File: src/rtl/m_fetch_queue_if.sv
// Fetch queue boundary: instruction-memory request/response, decoder output and redirect.
interface m_fetch_queue_if;
  logic        redirect_valid;
  logic [31:0] redirect_pc;
  logic        mem_req_valid;
  logic [31:0] mem_req_addr;
  logic        mem_req_ready;
  logic        mem_rsp_valid;
  logic [31:0] mem_rsp_data;
  logic        mem_rsp_err;
  logic        out_valid;
  logic [31:0] out_instruction;
  logic [31:0] out_pc;
  logic        out_fault;
  logic        out_ready;

  modport master (
    input  redirect_valid, redirect_pc, mem_req_ready,
    input  mem_rsp_valid, mem_rsp_data, mem_rsp_err, out_ready,
    output mem_req_valid, mem_req_addr,
    output out_valid, out_instruction, out_pc, out_fault
  );

  modport slave (
    output redirect_valid, redirect_pc, mem_req_ready,
    output mem_rsp_valid, mem_rsp_data, mem_rsp_err, out_ready,
    input  mem_req_valid, mem_req_addr,
    input  out_valid, out_instruction, out_pc, out_fault
  );
endinterface

File: src/rtl/m_fetch_queue.sv
// Instruction fetch/prefetch buffer: sequential word fetches, in-order buffering,
// redirect flush with stale-response dropping, and fault halting.
module m_fetch_queue #(
  parameter int          DEPTH    = 4,
  parameter logic [31:0] RESET_PC = 32'h0000_0000
) (
  input logic             clk,
  input logic             rst_n,
  m_fetch_queue_if.master fq
);
  localparam int PW = $clog2(DEPTH);
  localparam int CW = PW + 1;
  localparam logic [CW:0] DEPTH_W = (CW+1)'(DEPTH);

  typedef enum logic [1:0] {S_START, S_FETCH, S_HALT} state_t;

  state_t        state, state_nxt;
  logic [31:0]   fetch_pc;
  logic [CW-1:0] count, outstanding, drop;
  logic [PW-1:0] q_head, q_tail, pc_rd, pc_wr;

  logic [31:0]   q_data  [DEPTH];
  logic [31:0]   q_pc    [DEPTH];
  logic          q_err   [DEPTH];
  logic [31:0]   pc_fifo [DEPTH];

  logic          redirect, req_fire, rsp_fire, rsp_keep, push, pop;
  logic [CW:0]   credit_used;

  // A redirect during the start cycle has no effect at all.
  assign redirect    = fq.redirect_valid && (state != S_START);
  assign credit_used = {1'b0, count} + {1'b0, outstanding};

  assign fq.mem_req_valid = (state == S_FETCH) && (credit_used < DEPTH_W) && !fq.redirect_valid;
  assign fq.mem_req_addr  = fetch_pc;

  assign req_fire = fq.mem_req_valid && fq.mem_req_ready;
  assign rsp_fire = fq.mem_rsp_valid;
  assign rsp_keep = rsp_fire && (drop == '0);
  assign push     = rsp_keep && !redirect;
  assign pop      = fq.out_valid && fq.out_ready;

  assign fq.out_valid       = (count != '0);
  assign fq.out_fault       = fq.out_valid && q_err[q_head];
  assign fq.out_pc          = fq.out_valid ? q_pc[q_head] : '0;
  assign fq.out_instruction = (fq.out_valid && !q_err[q_head]) ? q_data[q_head] : '0;

  // NOTE: sequential state uses non-blocking assignments so every register samples pre-edge values.
  always_ff @(posedge clk or negedge rst_n) begin
    if (!rst_n) state <= S_START;
    else        state <= state_nxt;
  end

  // NOTE: next-state defaults to the current state first, so no path can infer a latch.
  always_comb begin
    state_nxt = state;
    case (state)
      S_START: state_nxt = S_FETCH;
      S_FETCH: begin
        if (redirect)                      state_nxt = S_FETCH;
        else if (push && fq.mem_rsp_err)   state_nxt = S_HALT;
      end
      S_HALT:  if (redirect) state_nxt = S_FETCH;
      default: state_nxt = S_START;
    endcase
  end

  always_ff @(posedge clk or negedge rst_n) begin
    if (!rst_n) begin
      fetch_pc    <= RESET_PC;
      count       <= '0;
      outstanding <= '0;
      drop        <= '0;
      q_head      <= '0;
      q_tail      <= '0;
      pc_rd       <= '0;
      pc_wr       <= '0;
    end else begin
      outstanding <= outstanding + CW'(req_fire) - CW'(rsp_fire);
      if (redirect) begin
        // Everything still in flight after this edge is stale, including nothing issued now.
        fetch_pc <= fq.redirect_pc & 32'hFFFF_FFFC;
        drop     <= outstanding - CW'(rsp_fire);
        count    <= '0;
        q_head   <= '0;
        q_tail   <= '0;
        pc_rd    <= '0;
        pc_wr    <= '0;
      end else begin
        if (req_fire) begin
          fetch_pc <= fetch_pc + 32'd4;
          pc_wr    <= pc_wr + PW'(1);
        end
        if (rsp_fire && (drop != '0)) drop <= drop - CW'(1);
        if (rsp_keep) pc_rd  <= pc_rd + PW'(1);
        if (push)     q_tail <= q_tail + PW'(1);
        if (pop)      q_head <= q_head + PW'(1);
        count <= count + CW'(push) - CW'(pop);
      end
    end
  end

  // NOTE: storage arrays are not reset; pointers and count alone decide which entries are live.
  always_ff @(posedge clk) begin
    if (req_fire) pc_fifo[pc_wr] <= fetch_pc;
    if (push) begin
      q_data[q_tail] <= fq.mem_rsp_data;
      q_pc[q_tail]   <= pc_fifo[pc_rd];
      q_err[q_tail]  <= fq.mem_rsp_err;
    end
  end

  // Credit accounting must never oversubscribe the queue, and memory must never answer unasked.
  a_credit: assert property (@(posedge clk) disable iff (!rst_n) credit_used <= DEPTH_W);
  a_no_orphan_rsp: assert property (@(posedge clk) disable iff (!rst_n)
                                    !(fq.mem_rsp_valid && (outstanding == '0)));
endmodule

File: src/flat_wrapper.sv
// flat-port wrapper written by rule: the top's interface ports become plain ports
module m_fetch_queue_flat 
#(
  parameter int          DEPTH    = 4,
  parameter logic [31:0] RESET_PC = 32'h0000_0000
)
  (clk, rst_n, fq_redirect_valid, fq_redirect_pc, fq_mem_req_ready, fq_mem_rsp_valid, fq_mem_rsp_data, fq_mem_rsp_err, fq_out_ready, fq_mem_req_valid, fq_mem_req_addr, fq_out_valid, fq_out_instruction, fq_out_pc, fq_out_fault);
  m_fetch_queue_if fq_i ();
  input logic clk;
  input logic rst_n;
  input wire logic [$bits(fq_i.redirect_valid)-1:0] fq_redirect_valid;
  input wire logic [$bits(fq_i.redirect_pc)-1:0] fq_redirect_pc;
  input wire logic [$bits(fq_i.mem_req_ready)-1:0] fq_mem_req_ready;
  input wire logic [$bits(fq_i.mem_rsp_valid)-1:0] fq_mem_rsp_valid;
  input wire logic [$bits(fq_i.mem_rsp_data)-1:0] fq_mem_rsp_data;
  input wire logic [$bits(fq_i.mem_rsp_err)-1:0] fq_mem_rsp_err;
  input wire logic [$bits(fq_i.out_ready)-1:0] fq_out_ready;
  output wire logic [$bits(fq_i.mem_req_valid)-1:0] fq_mem_req_valid;
  output wire logic [$bits(fq_i.mem_req_addr)-1:0] fq_mem_req_addr;
  output wire logic [$bits(fq_i.out_valid)-1:0] fq_out_valid;
  output wire logic [$bits(fq_i.out_instruction)-1:0] fq_out_instruction;
  output wire logic [$bits(fq_i.out_pc)-1:0] fq_out_pc;
  output wire logic [$bits(fq_i.out_fault)-1:0] fq_out_fault;
  assign fq_i.redirect_valid = fq_redirect_valid;
  assign fq_i.redirect_pc = fq_redirect_pc;
  assign fq_i.mem_req_ready = fq_mem_req_ready;
  assign fq_i.mem_rsp_valid = fq_mem_rsp_valid;
  assign fq_i.mem_rsp_data = fq_mem_rsp_data;
  assign fq_i.mem_rsp_err = fq_mem_rsp_err;
  assign fq_i.out_ready = fq_out_ready;
  assign fq_mem_req_valid = fq_i.mem_req_valid;
  assign fq_mem_req_addr = fq_i.mem_req_addr;
  assign fq_out_valid = fq_i.out_valid;
  assign fq_out_instruction = fq_i.out_instruction;
  assign fq_out_pc = fq_i.out_pc;
  assign fq_out_fault = fq_i.out_fault;
  m_fetch_queue #(.DEPTH(DEPTH), .RESET_PC(RESET_PC)) u_core (.clk(clk), .rst_n(rst_n), .fq(fq_i));
endmodule
File: config.mk
export PLATFORM = sky130hd
export DESIGN_NAME = m_fetch_queue_flat
export DESIGN_NICKNAME = d
export VERILOG_FILES = /design/src/rtl/m_fetch_queue_if.sv /design/src/rtl/m_fetch_queue.sv /design/src/flat_wrapper.sv
export SDC_FILE = /design/constraint.sdc
export NUM_CORES = 1
export LEC_CHECK = 0
export CAP_MARGIN = 0
export CORE_UTILIZATION = 40
export DETAILED_ROUTE_END_ITERATION = 10
export SYNTH_ARGS = -nofsm -noshare
export SYNTH_HDL_FRONTEND = slang
export SYNTH_SLANG_ARGS = --single-unit
File: constraint.sdc
create_clock -name clk -period 3.35 [get_ports clk]
set_input_delay 0.5025 -clock clk [delete_from_list [all_inputs] [get_ports clk]]
set_output_delay 0.5025 -clock clk [all_outputs]
set_load 0.05 [all_outputs]
=== Yosys cells after proc, flatten, opt, wreduce, memory -nomap -nowiden ===
Memory sizes are Yosys's and may differ from the RTL's.
Cells that the tools add are included.

* Word-level logic and storage cells: 78
* Memory bits (writable): 388
* Register bits after elaboration: 51
* Bits in latches: 0
* Output and inout bits: 99
* Memories kept: 4
* Input bits: 71
* Bits in read-only memories: 0

{| class="wikitable"
|+ Memories
! memory !! words !! bits a word !! read ports !! clocked after memory_dff !! write ports !! line !! text
|-
| u_core.pc_fifo || 4 || 32 || 1 || 0 || 1 || m_fetch_queue.sv:25 || <nowiki>logic [31:0] pc_fifo [DEPTH];</nowiki>
|-
| u_core.q_data || 4 || 32 || 1 || 0 || 1 || m_fetch_queue.sv:22 || <nowiki>logic [31:0] q_data [DEPTH];</nowiki>
|-
| u_core.q_pc || 4 || 32 || 1 || 0 || 1 || m_fetch_queue.sv:23 || <nowiki>logic [31:0] q_pc [DEPTH];</nowiki>
|-
| u_core.q_err || 4 || 1 || 1 || 0 || 1 || m_fetch_queue.sv:24 || <nowiki>logic q_err [DEPTH];</nowiki>
|}

* Bitwise gates (word level): 0
* Equality and inequality tests: 4
* Div/mod/pow operators: 0
* $lt $le $gt $ge: 1
* Shift-type cells: 0
* Reductions and logical operators: 25
* $add $sub $neg: 12
* Multiply operators: 0
* Mux-type cells: 23

{| class="wikitable"
|+ Operator list
! cell !! number
|-
| 32-bit two-way mux || 4
|-
| 32-bit by 3-bit adder with 32-bit output, second input constant || 1
|-
| 2-bit two-way mux || 11
|-
| 2-bit nonzero test || 6
|-
| 1-bit logical AND || 11
|-
| 3-bit two-way mux || 3
|-
| 3-bit by 1-bit subtractor with 3-bit output || 3
|-
| 2-bit by 1-bit adder with 2-bit output, second input constant || 4
|-
| 3-bit by 1-bit adder with 3-bit output || 2
|-
| 2-bit one-hot mux with 3 select lines || 1
|-
| 3-bit nonzero test || 2
|-
| 3-bit by 3-bit adder with 4-bit output || 1
|-
| 4-bit by 3-bit less-than comparator with 1-bit output, second input constant || 1
|-
| 1-bit two-way mux || 4
|-
| 1-bit zero test || 3
|-
| 3-bit zero test || 1
|-
| 3-bit by 2-bit != test with 1-bit output, second input constant || 1
|-
| 3-bit by 1-bit subtractor with 3-bit output, second input constant || 1
|-
| 2-bit by 1-bit equality test with 1-bit output, second input constant || 1
|-
| 2-bit equality test, second input constant || 1
|-
| 2-bit zero test || 1
|-
| 2-bit by 1-bit != test with 1-bit output, second input constant || 1
|-
| 2-bit AND reduction || 1
|}

=== Longest topological paths before layout ===
* Word-level depth: 8
* Depth in mapped cells: 11
* Depth with buffers taken out: 11

=== Worst setup path after synthesis ===
OpenSTA, ideal clock, no wires.

* Path type: register to register
* Start point: reg u_core.drop[0]
* End point: mem u_core.q_data[0][0] (enable)
* Slack: 308 ps
* Setup time: 428 ps
* Data required time: 2922 ps
* Arrival: 2614 ps
* Clock period less this slack: 3042 ps
* Cell stages (with the launch flop): 6
* Path buffers: 1
* Cell sequence: dfrtp_1 -> inv_1 -> ha_1 -> and3b_1 -> clkbuf_1 -> and3_1

* Word-level cells in the longest chain between the ends: 5

{| class="wikitable"
|+ Ends and longest elaborated chain
! element !! line !! text
|-
| start, declared || m_fetch_queue.sv:19 || <nowiki>logic [CW-1:0] count, outstanding, drop;</nowiki>
|-
| start signal, assigned || m_fetch_queue.sv:83 || <nowiki>drop <= outstanding - CW'(rsp_fire);</nowiki>
|-
| start signal, assigned || m_fetch_queue.sv:94 || <nowiki>if (rsp_fire && (drop != '0)) drop <= drop - CW'(1);</nowiki>
|-
| 3-bit zero test || m_fetch_queue.sv:39 || <nowiki>assign rsp_keep = rsp_fire && (drop == '0);</nowiki>
|-
| 1-bit logical AND || m_fetch_queue.sv:39 ||
|-
| 1-bit logical AND || m_fetch_queue.sv:40 || <nowiki>assign push = rsp_keep && !redirect;</nowiki>
|-
| 1-bit two-way mux || m_fetch_queue.sv:106 || <nowiki>if (push) begin</nowiki>
|-
| 1-bit two-way mux (not written as such) || m_fetch_queue.sv:107 || <nowiki>q_data[q_tail] <= fq.mem_rsp_data;</nowiki>
|-
| end, declared || m_fetch_queue.sv:22 ||
|}

Every way passes these cells.

=== Worst setup path after layout ===
* Start point: reg u_core.q_head[0]
* End point: out fq_out_instruction[14]

* Word-level cells in the longest chain between the ends: 4
* Elaborated cells on any way between the ends: 5
* Classes of those cells: mux (1); reduce/logical (2); memory (2)

{| class="wikitable"
|+ Ends and longest elaborated chain
! element !! line !! text
|-
| start, declared || m_fetch_queue.sv:20 || <nowiki>logic [PW-1:0] q_head, q_tail, pc_rd, pc_wr;</nowiki>
|-
| start signal, assigned || m_fetch_queue.sv:97 || <nowiki>if (pop) q_head <= q_head + PW'(1);</nowiki>
|-
| memory 4 x 1 bit || - ||
|-
| 1-bit zero test || m_fetch_queue.sv:46 || <nowiki>assign fq.out_instruction = (fq.out_valid && !q_err[q_head]) ? q_data[q_head] : '0;</nowiki>
|-
| 1-bit logical AND || m_fetch_queue.sv:46 ||
|-
| 32-bit two-way mux (*) || m_fetch_queue.sv:46 ||
|-
| end, declared || flat_wrapper.sv:21 || <nowiki>output wire logic [$bits(fq_i.out_instruction)-1:0] fq_out_instruction;</nowiki>
|}

Every way passes the cells marked *; elsewhere a longest branch is shown, timed or not.

==> reports/metrics.cfg <==
[cts]
clk_latency_ns = 0.59
clkTransAtPathRegs_ns = 0.06
root_buffer = clkbuf_16
cts_max_level = 2
clk_path_buf_depth = 3
holdBufCountCts = 0
numCtsBuffers = 45
cts_tree = built
clkSinkCount = 421

[layout]
layoutNonFillerInstCount = 1644
fin_area_um2 = 21000
syn2layout_area_growth_pct = 25.2
fill_cells = 3394
antenna_cells = 0
fin_util_pct = 51.1
seqCellArea_um2 = 12400
multi_input_area_um2 = 4150
drive_above_1_share_pct = 20.8
fin_nets = 1167

[setup_path]
cpMaxStageDelayCell = mux4_2
max_stage_delay_ns = 0.54
critical_path_cell_count = 5
ff2ff_path_depth = 8
crit_required_ns = 2.85
cp-start-kind = register
endpoint_kind = output pin
path_buf_inv = 3
critPathTopFamily = buffers and inverters
crit_type = reg2out
cp_cell_sequence = buf_12, buf_4, mux4_2, nor2b_1, buf_12
cp_common_cell = buf_12
crit_arrival_ns = 2.62
cp_max_fo = 33

[global_route]
grt_antenna_before_repair = 0
grt_pass1_vias = 8864
grt_max_degree = 64
grt_pass1_wl_um = 51000
grt.total_usage_pct = 16.0
gr-total-overflow = 0

[drt]
via_per_inst = 5.06
drt_iter0_drc = 453
route.layer.met1.wl_um = 15000
wl_um = 32900
drt_first_pass_iters = 9
wl_per_cell_um = 20.0
routed.top_layer = met4
dr_total_vias = 8311
wl_met3_um = 1590
wl_met2_um = 15700
antenna_left = 0
drc = 10

[placed_design]
placed_area_um2 = 19500
io_buffer_count = 163
dp_cells = 1560
place_congestion = 0.778
pre_cts_slack_ns = 0.344
hpwl_um = 19700

[timing]
hold_viol_final = 0
period_needed_ns = 3.13
fin_skew_ns = 0.0223
max_freq_mhz = 320
tightestPinTransition_ns = 0.888
fin_crit_sh_pct = 93.3
rsz0062_at_grt = false
setup_viol = 0
setup_ws_ns = 0.223
final_max_slew_viol_count = 0
slew-limit-headroom_pct = 40.8
setup_tns_ns = 0

[logic_synthesis]
syn_inst = 884
synth_edf_count = 372
synthTopCellsByArea = edfxtp_1 67%, mux4_2 12%, dfrtp_1 7.3%
synth-main-ff-cell = edfxtp_1
ys_seq_elements = 421
synth_top_area_share_pct = 66.6
yosysWarnings = 0
avgSynthCellArea_um2 = 19.0
ys_seq_area_share_pct = 73.9
synthArstFlopShare_pct = 11.6
ys_types = 45
netlist_area_um2 = 16800
synth_top_area_cell = edfxtp_1

[floorplanning]
chipWidth_um = 207
initial_core_util_pct = 40.8
row_count = 74
coreArea_um2 = 41100
pin_count = 170
die_area_um2 = 42800
fp.dieH_um = 207

[min_path]
hp-class = in2async

[outcome]
status = finished, violations left
violations = DRC

[power]
power_density_nw_per_um2 = 811
power.leakage_nw = 6.99
max-vdd-ir-drop_mv = 0.417

[flow_run]
maxCapViolCount = 0

## power by group
part | total, mW | switching, mW | internal (mW) | leakage, nW
logic | 5.41 | 3.20 | 2.21 | 2.31
registers | 6.69 | 0.393 | 6.30 | 3.95
clock network | 4.95 | 2.03 | 2.92 | 0.728
## metal layers
| metal | GRT usage (%) | vias to the layer above |
|---|---|---|
| met1 | 21.8 | 4227 |
| met2 | 25.8 | 194 |
| li1 | - | 3841 |
| met5 | 0 | - |
| met4 | 4.56 | 0 |
| met3 | 3.55 | 49 |
## cell usage after synthesis, drive strengths merged, types with 2 or more instances
cell type	instances
nor2	20
nor3	4
ha	19
nor2b	33
dfrtp	49
xor2	16
edfxtp	372
buf	20
xnor2	24
nand2	45
nand4	14
fa	2
nand3	9
and2	43
a21oi	4
mux2i	3
o21ai	32
and3	9
clkbuf	24
inv	19
and4	3
mux4	93
nor4	12
## layout by cell type, fill, tap and decap left out, types with 13 or more instances in the layout
| master | count |
|---|---|
| and2_1 | 43 |
| buf_12 | 44 |
| clkbuf_16 | 45 |
| clkdlybuf4s50_1 | 102 |
| dfrtp_1 | 45 |
| dlygate4sd2_1 | 26 |
| edfxtp_1 | 372 |
| ha_1 | 19 |
| inv_1 | 19 |
| mux4_2 | 93 |
| nand2_1 | 45 |
| nand4_1 | 13 |
| nor2_1 | 20 |
| nor2b_1 | 33 |
| o21ai_0 | 31 |
| xnor2_1 | 24 |
| xor2_1 | 16 |
## state kept, by name (all words and copies together), names as in the netlist
| register | cells |
|---|---|
| u_core.count | 3 |
| u_core.drop | 3 |
| u_core.fq.mem_req_addr | 30 |
| u_core.outstanding | 3 |
| u_core.pc_fifo | 120 |
| u_core.pc_rd | 2 |
| u_core.pc_wr | 2 |
| u_core.q_data | 128 |
| u_core.q_err | 4 |
| u_core.q_head | 2 |
| u_core.q_pc | 120 |
| u_core.q_tail | 2 |
| u_core.state | 2 |
## worst paths after layout
path                       slack, ns                   from                    endpoint
setup / recovery                0.22       u_core.q_head[0]      fq_out_instruction[14]
hold / removal                  0.02                  rst_n  u_core.fq.mem_req_addr[26]
setup reg to reg                0.72  u_core.outstanding[2]       u_core.outstanding[2]
hold reg to reg                 0.57        u_core.state[0]             u_core.state[0]
max in group asynchronous       2.59                  rst_n  u_core.fq.mem_req_addr[14]
min in group clk                0.46     fq_redirect_pc[26]  u_core.fq.mem_req_addr[26]
## through the flow
step | power, mW | hold WS [ns]
after detailed placement | 12.4 | 0.556
final | 17.0 | 0.0211
after floorplan | 10.3 | 0.207
after CTS | 17.3 | 0.0211
after global placement | 12.4 | 0.536
after global routing | 17.8 | 0.0700
## logic make-up (layout without fill, tap and decap cells)
| kind of cell | count (synthesis) | after routing | share of synthesized area [%] |
|---|---|---|---|
| AO/OA/AOI/OAI | 41 | 41 | 1.31 |
| XOR/XNOR | 40 | 40 | 2.09 |
| adder cells (fa/ha/maj) | 21 | 21 | 1.66 |
| buffers and inverters | 63 | 288 | 1.57 |
| flip-flops | 421 | 421 | 73.9 |
| multiplexers | 97 | 97 | 12.7 |
| other | 1 | 4 | 0.0223 |
| AND/OR/NAND/NOR | 200 | 200 | 6.76 |
## area by class of cell
class,instances,area share [%]
clock buffer,61,5.88
clock inverter,23,1.25
inverter,19,0.339
multi-input combinational,403,19.7
sequential,421,59.0
tap,532,3.17
timing repair buffer,185,10.6
## repair_timing
| item | 4_1_cts | 5_1_grt |
|---|---|---|
| gates cloned | 0 | 0 |
| gates resized for setup | 27 | 1 |
| setup endpoints to repair | 27 | 4 |
| hold endpoints to repair | 0 | 0 |
| setup buffers | 0 | 0 |
Note: power is estimated with default switching activity, not from simulation.
==> variant (config.mk and constraints unchanged) <==
Re-encode `state_t` (3 states) as one-hot, 3 bits wide.
--- a/src/rtl/m_fetch_queue.sv
+++ b/src/rtl/m_fetch_queue.sv
@@ -12,7 +12,7 @@
   localparam int CW = PW + 1;
   localparam logic [CW:0] DEPTH_W = (CW+1)'(DEPTH);
 
-  typedef enum logic [1:0] {S_START, S_FETCH, S_HALT} state_t;
+  typedef enum logic [2:0] {S_START = 3'b001, S_FETCH = 3'b010, S_HALT = 3'b100} state_t;
 
   state_t        state, state_nxt;
   logic [31:0]   fetch_pc;
Function: same outputs for any inputs over 4 cycles, from zero or initial values and one cycle with rst_n low; so few cycles prove little.
==> variant against the unedited design <==
- power grew 12%
- worst setup slack worse by 0.094 ns
- fmax is 2.9% lower
- design area barely moved
- global-route usage is 0.21 points higher
- routed wire length rose by 3.4%
- critical path depth fell by 1
- first-iteration DRC count rose by 21%
- count of clock-buffer cells in the layout increased by 2
- sequential cell count increased by 1
- synthesized area up 0.33%
- core utilization down 0.094 points
- largest power group unchanged
==> variant: results (changes against the unedited design) <==
.. list-table::
   :header-rows: 1

   * - Metric
     - Value
   * - Outcome
     - complete, no violations
   * - Wire length of the first global-routing pass
     - 52.61 mm (+3.1%)
   * - Number of global-route vias before repair
     - 8940 (+0.86%)
   * - Wire length on met1
     - 15.46 mm (+3.0%)
   * - Pleak
     - 0.006914 uW (-1.1%)
   * - TritonCTS buffer count
     - 46 (+2.2%)
   * - Worst slew margin
     - 44.47% (+3.7 points)
   * - H-tree level count
     - 2 (unchanged)
   * - Arrival time of the worst setup path
     - 2.72 ns (+0.10 ns)
   * - Initial antenna violation count
     - 0 (unchanged)
   * - Largest fanout on the critical path
     - 12 (-64%)
   * - Share of synthesized registers carrying an async set or reset
     - 11.85% (+0.21 points)
   * - Commonest cells in the synthesized netlist
     - 372 x sky130_fd_sc_hd__edfxtp_1, 93 x sky130_fd_sc_hd__mux4_2, 49 x sky130_fd_sc_hd__dfrtp_1, 45 x sky130_fd_sc_hd__nand2_1, 40 x sky130_fd_sc_hd__and2_1
   * - Half-perimeter wire length after detailed placement
     - 20.49 mm (+3.9%)
   * - 1st-iter DRT viols
     - 546 (+21%)
   * - Biggest regs
     - u_core.q_data (128), u_core.pc_fifo (120), u_core.q_pc (120)
   * - Number of enable-type register cells in the synthesized netlist
     - 372 (unchanged)
   * - Cell at the root of the clock tree
     - sky130_fd_sc_hd__clkbuf_16
   * - Synth area leaders
     - sky130_fd_sc_hd__edfxtp_1 66%, sky130_fd_sc_hd__mux4_2 12%, sky130_fd_sc_hd__dfrtp_1 7.3%
   * - Net count of the finished layout
     - 1188 (+1.8%)
   * - Number of iterations in the first detailed-routing pass
     - 4 (-5)
   * - Global Route met2 Usage
     - 26.40% (+0.58 points)
   * - Met3 routed WL
     - 1.772 mm (+12%)
   * - Met3 track demand over resource in global routing
     - 3.578% (+0.030 points)
   * - Vias
     - 8580 (+3.2%)
   * - Average routed wire per standard cell
     - 20.50 um (+2.5%)
   * - Fraction of layout cells with a size suffix above 1
     - 21.12% (+0.34 points)
   * - Number of distinct standard cells referenced by the synthesized netlist
     - 43 (-4.4%)
   * - Source-to-sink clock delay at the later pin of the worst-skew pair
     - 0.56 ns (-0.03 ns)
   * - Final setup violation count
     - 0 (unchanged)
   * - Final GP Congestion
     - 0.7508 (-3.5%)
   * - Clock skew after layout
     - 0.01994 ns (-0.002314 ns)
   * - Tot GR Track Use
     - 16.20% (+0.21 points)
   * - Global routing usage on met1
     - 22.18% (+0.38 points)
   * - Routed length on met2
     - 16.28 mm (+3.8%)
   * - Maximum ir drop on the vdd rail
     - 0.5873 mV (+41%)
   * - Register area share after synthesis
     - 73.78% (-0.085 points)
   * - Largest net degree at the start of global routing
     - 64 (unchanged)
## variant: area by class of cell
| type | instances | area [um2] |
|---|---|---|
| Fill cell | 3337 | 20180 |
| Sequential cell | 422 | 12430 |
| Multi-Input combinational cell | 409 | 4143 |
| Timing Repair Buffer | 194 | 2285 |
| Clock buffer | 63 | 1256 |
| Tap cell | 532 | 665.6 |
| Clock inverter | 16 | 155.1 |
| Inverter | 23 | 86.33 |
## variant: worst paths after layout
path                              startpoint                         end  slack [ns]  cells after the start
setup / recovery            u_core.q_head[0]               fq_out_pc[23]        0.13                      4
hold / removal                         rst_n  u_core.fq.mem_req_addr[16]        0.04                      1
setup reg to reg             u_core.count[2]  u_core.fq.mem_req_addr[29]        0.51                      6
hold reg to reg               u_core.drop[1]              u_core.drop[1]        0.58                      2
max in group asynchronous              rst_n   u_core.fq.mem_req_addr[9]        2.64                      2
min in group clk           fq_redirect_pc[2]   u_core.fq.mem_req_addr[2]        0.50                      3
## variant: kinds of logic (layout without fill, tap and decap cells)
| kind of cell | count (synthesis) | count (layout) | share of synthesized area (%) |
|---|---|---|---|
| mux | 95 | 95 | 12.56 |
| fa+ha+maj | 21 | 21 | 1.650 |
| simple gates | 204 | 204 | 6.680 |
| xor+xnor | 41 | 41 | 2.133 |
| buf+inv | 73 | 296 | 1.761 |
| compound gates | 44 | 44 | 1.419 |
| other cells | 1 | 4 | 0.02227 |
| flops | 422 | 422 | 73.78 |
## variant: worst max-delay path: stages (launching register included)
cell and delay (ns):
sky130_fd_sc_hd__dfrtp_4 0.44, sky130_fd_sc_hd__buf_4 0.29, sky130_fd_sc_hd__mux4_2 0.56, sky130_fd_sc_hd__and2_1 0.18, sky130_fd_sc_hd__clkdlybuf4s50_1 0.69
## variant: per-stage QoR
| stage | instances | setup slack [ns] | hold WS [ns] | power (uW) | cell area (um2) |
|---|---|---|---|---|---|
| detailed placement | 1580 | 0.2523 | 0.5703 | 14540 | 19610 |
| CTS | 1659 | 0.02330 | 0.02461 | 19350 | 21020 |
| global placement | 1580 | 0.2439 | 0.5619 | 14460 | 19610 |
| finish | 1659 | 0.1292 | 0.04262 | 19060 | 21020 |
| global route | 1659 | 0.007842 | 0.05926 | 19930 | 21020 |
| floorplan | 904 | 0.2817 | 0.2069 | 11670 | 16850 |
## variant: where the power goes
group | internal, uW | leakage, uW | switching [uW]
registers | 6510 | 0.00397 | 710
logic | 2940 | 0.00226 | 4150
clock network | 2830 | 0.000680 | 1910
total | 12300 | 0.00691 | 6770
## variant: timing repair
| item | CTS | global route |
|---|---|---|
| hold buffers | 0 | 0 |
| gates resized for setup | 0 | 2 |
| setup endpoints to repair | 0 | 2 |
| hold endpoints to repair | 0 | 0 |
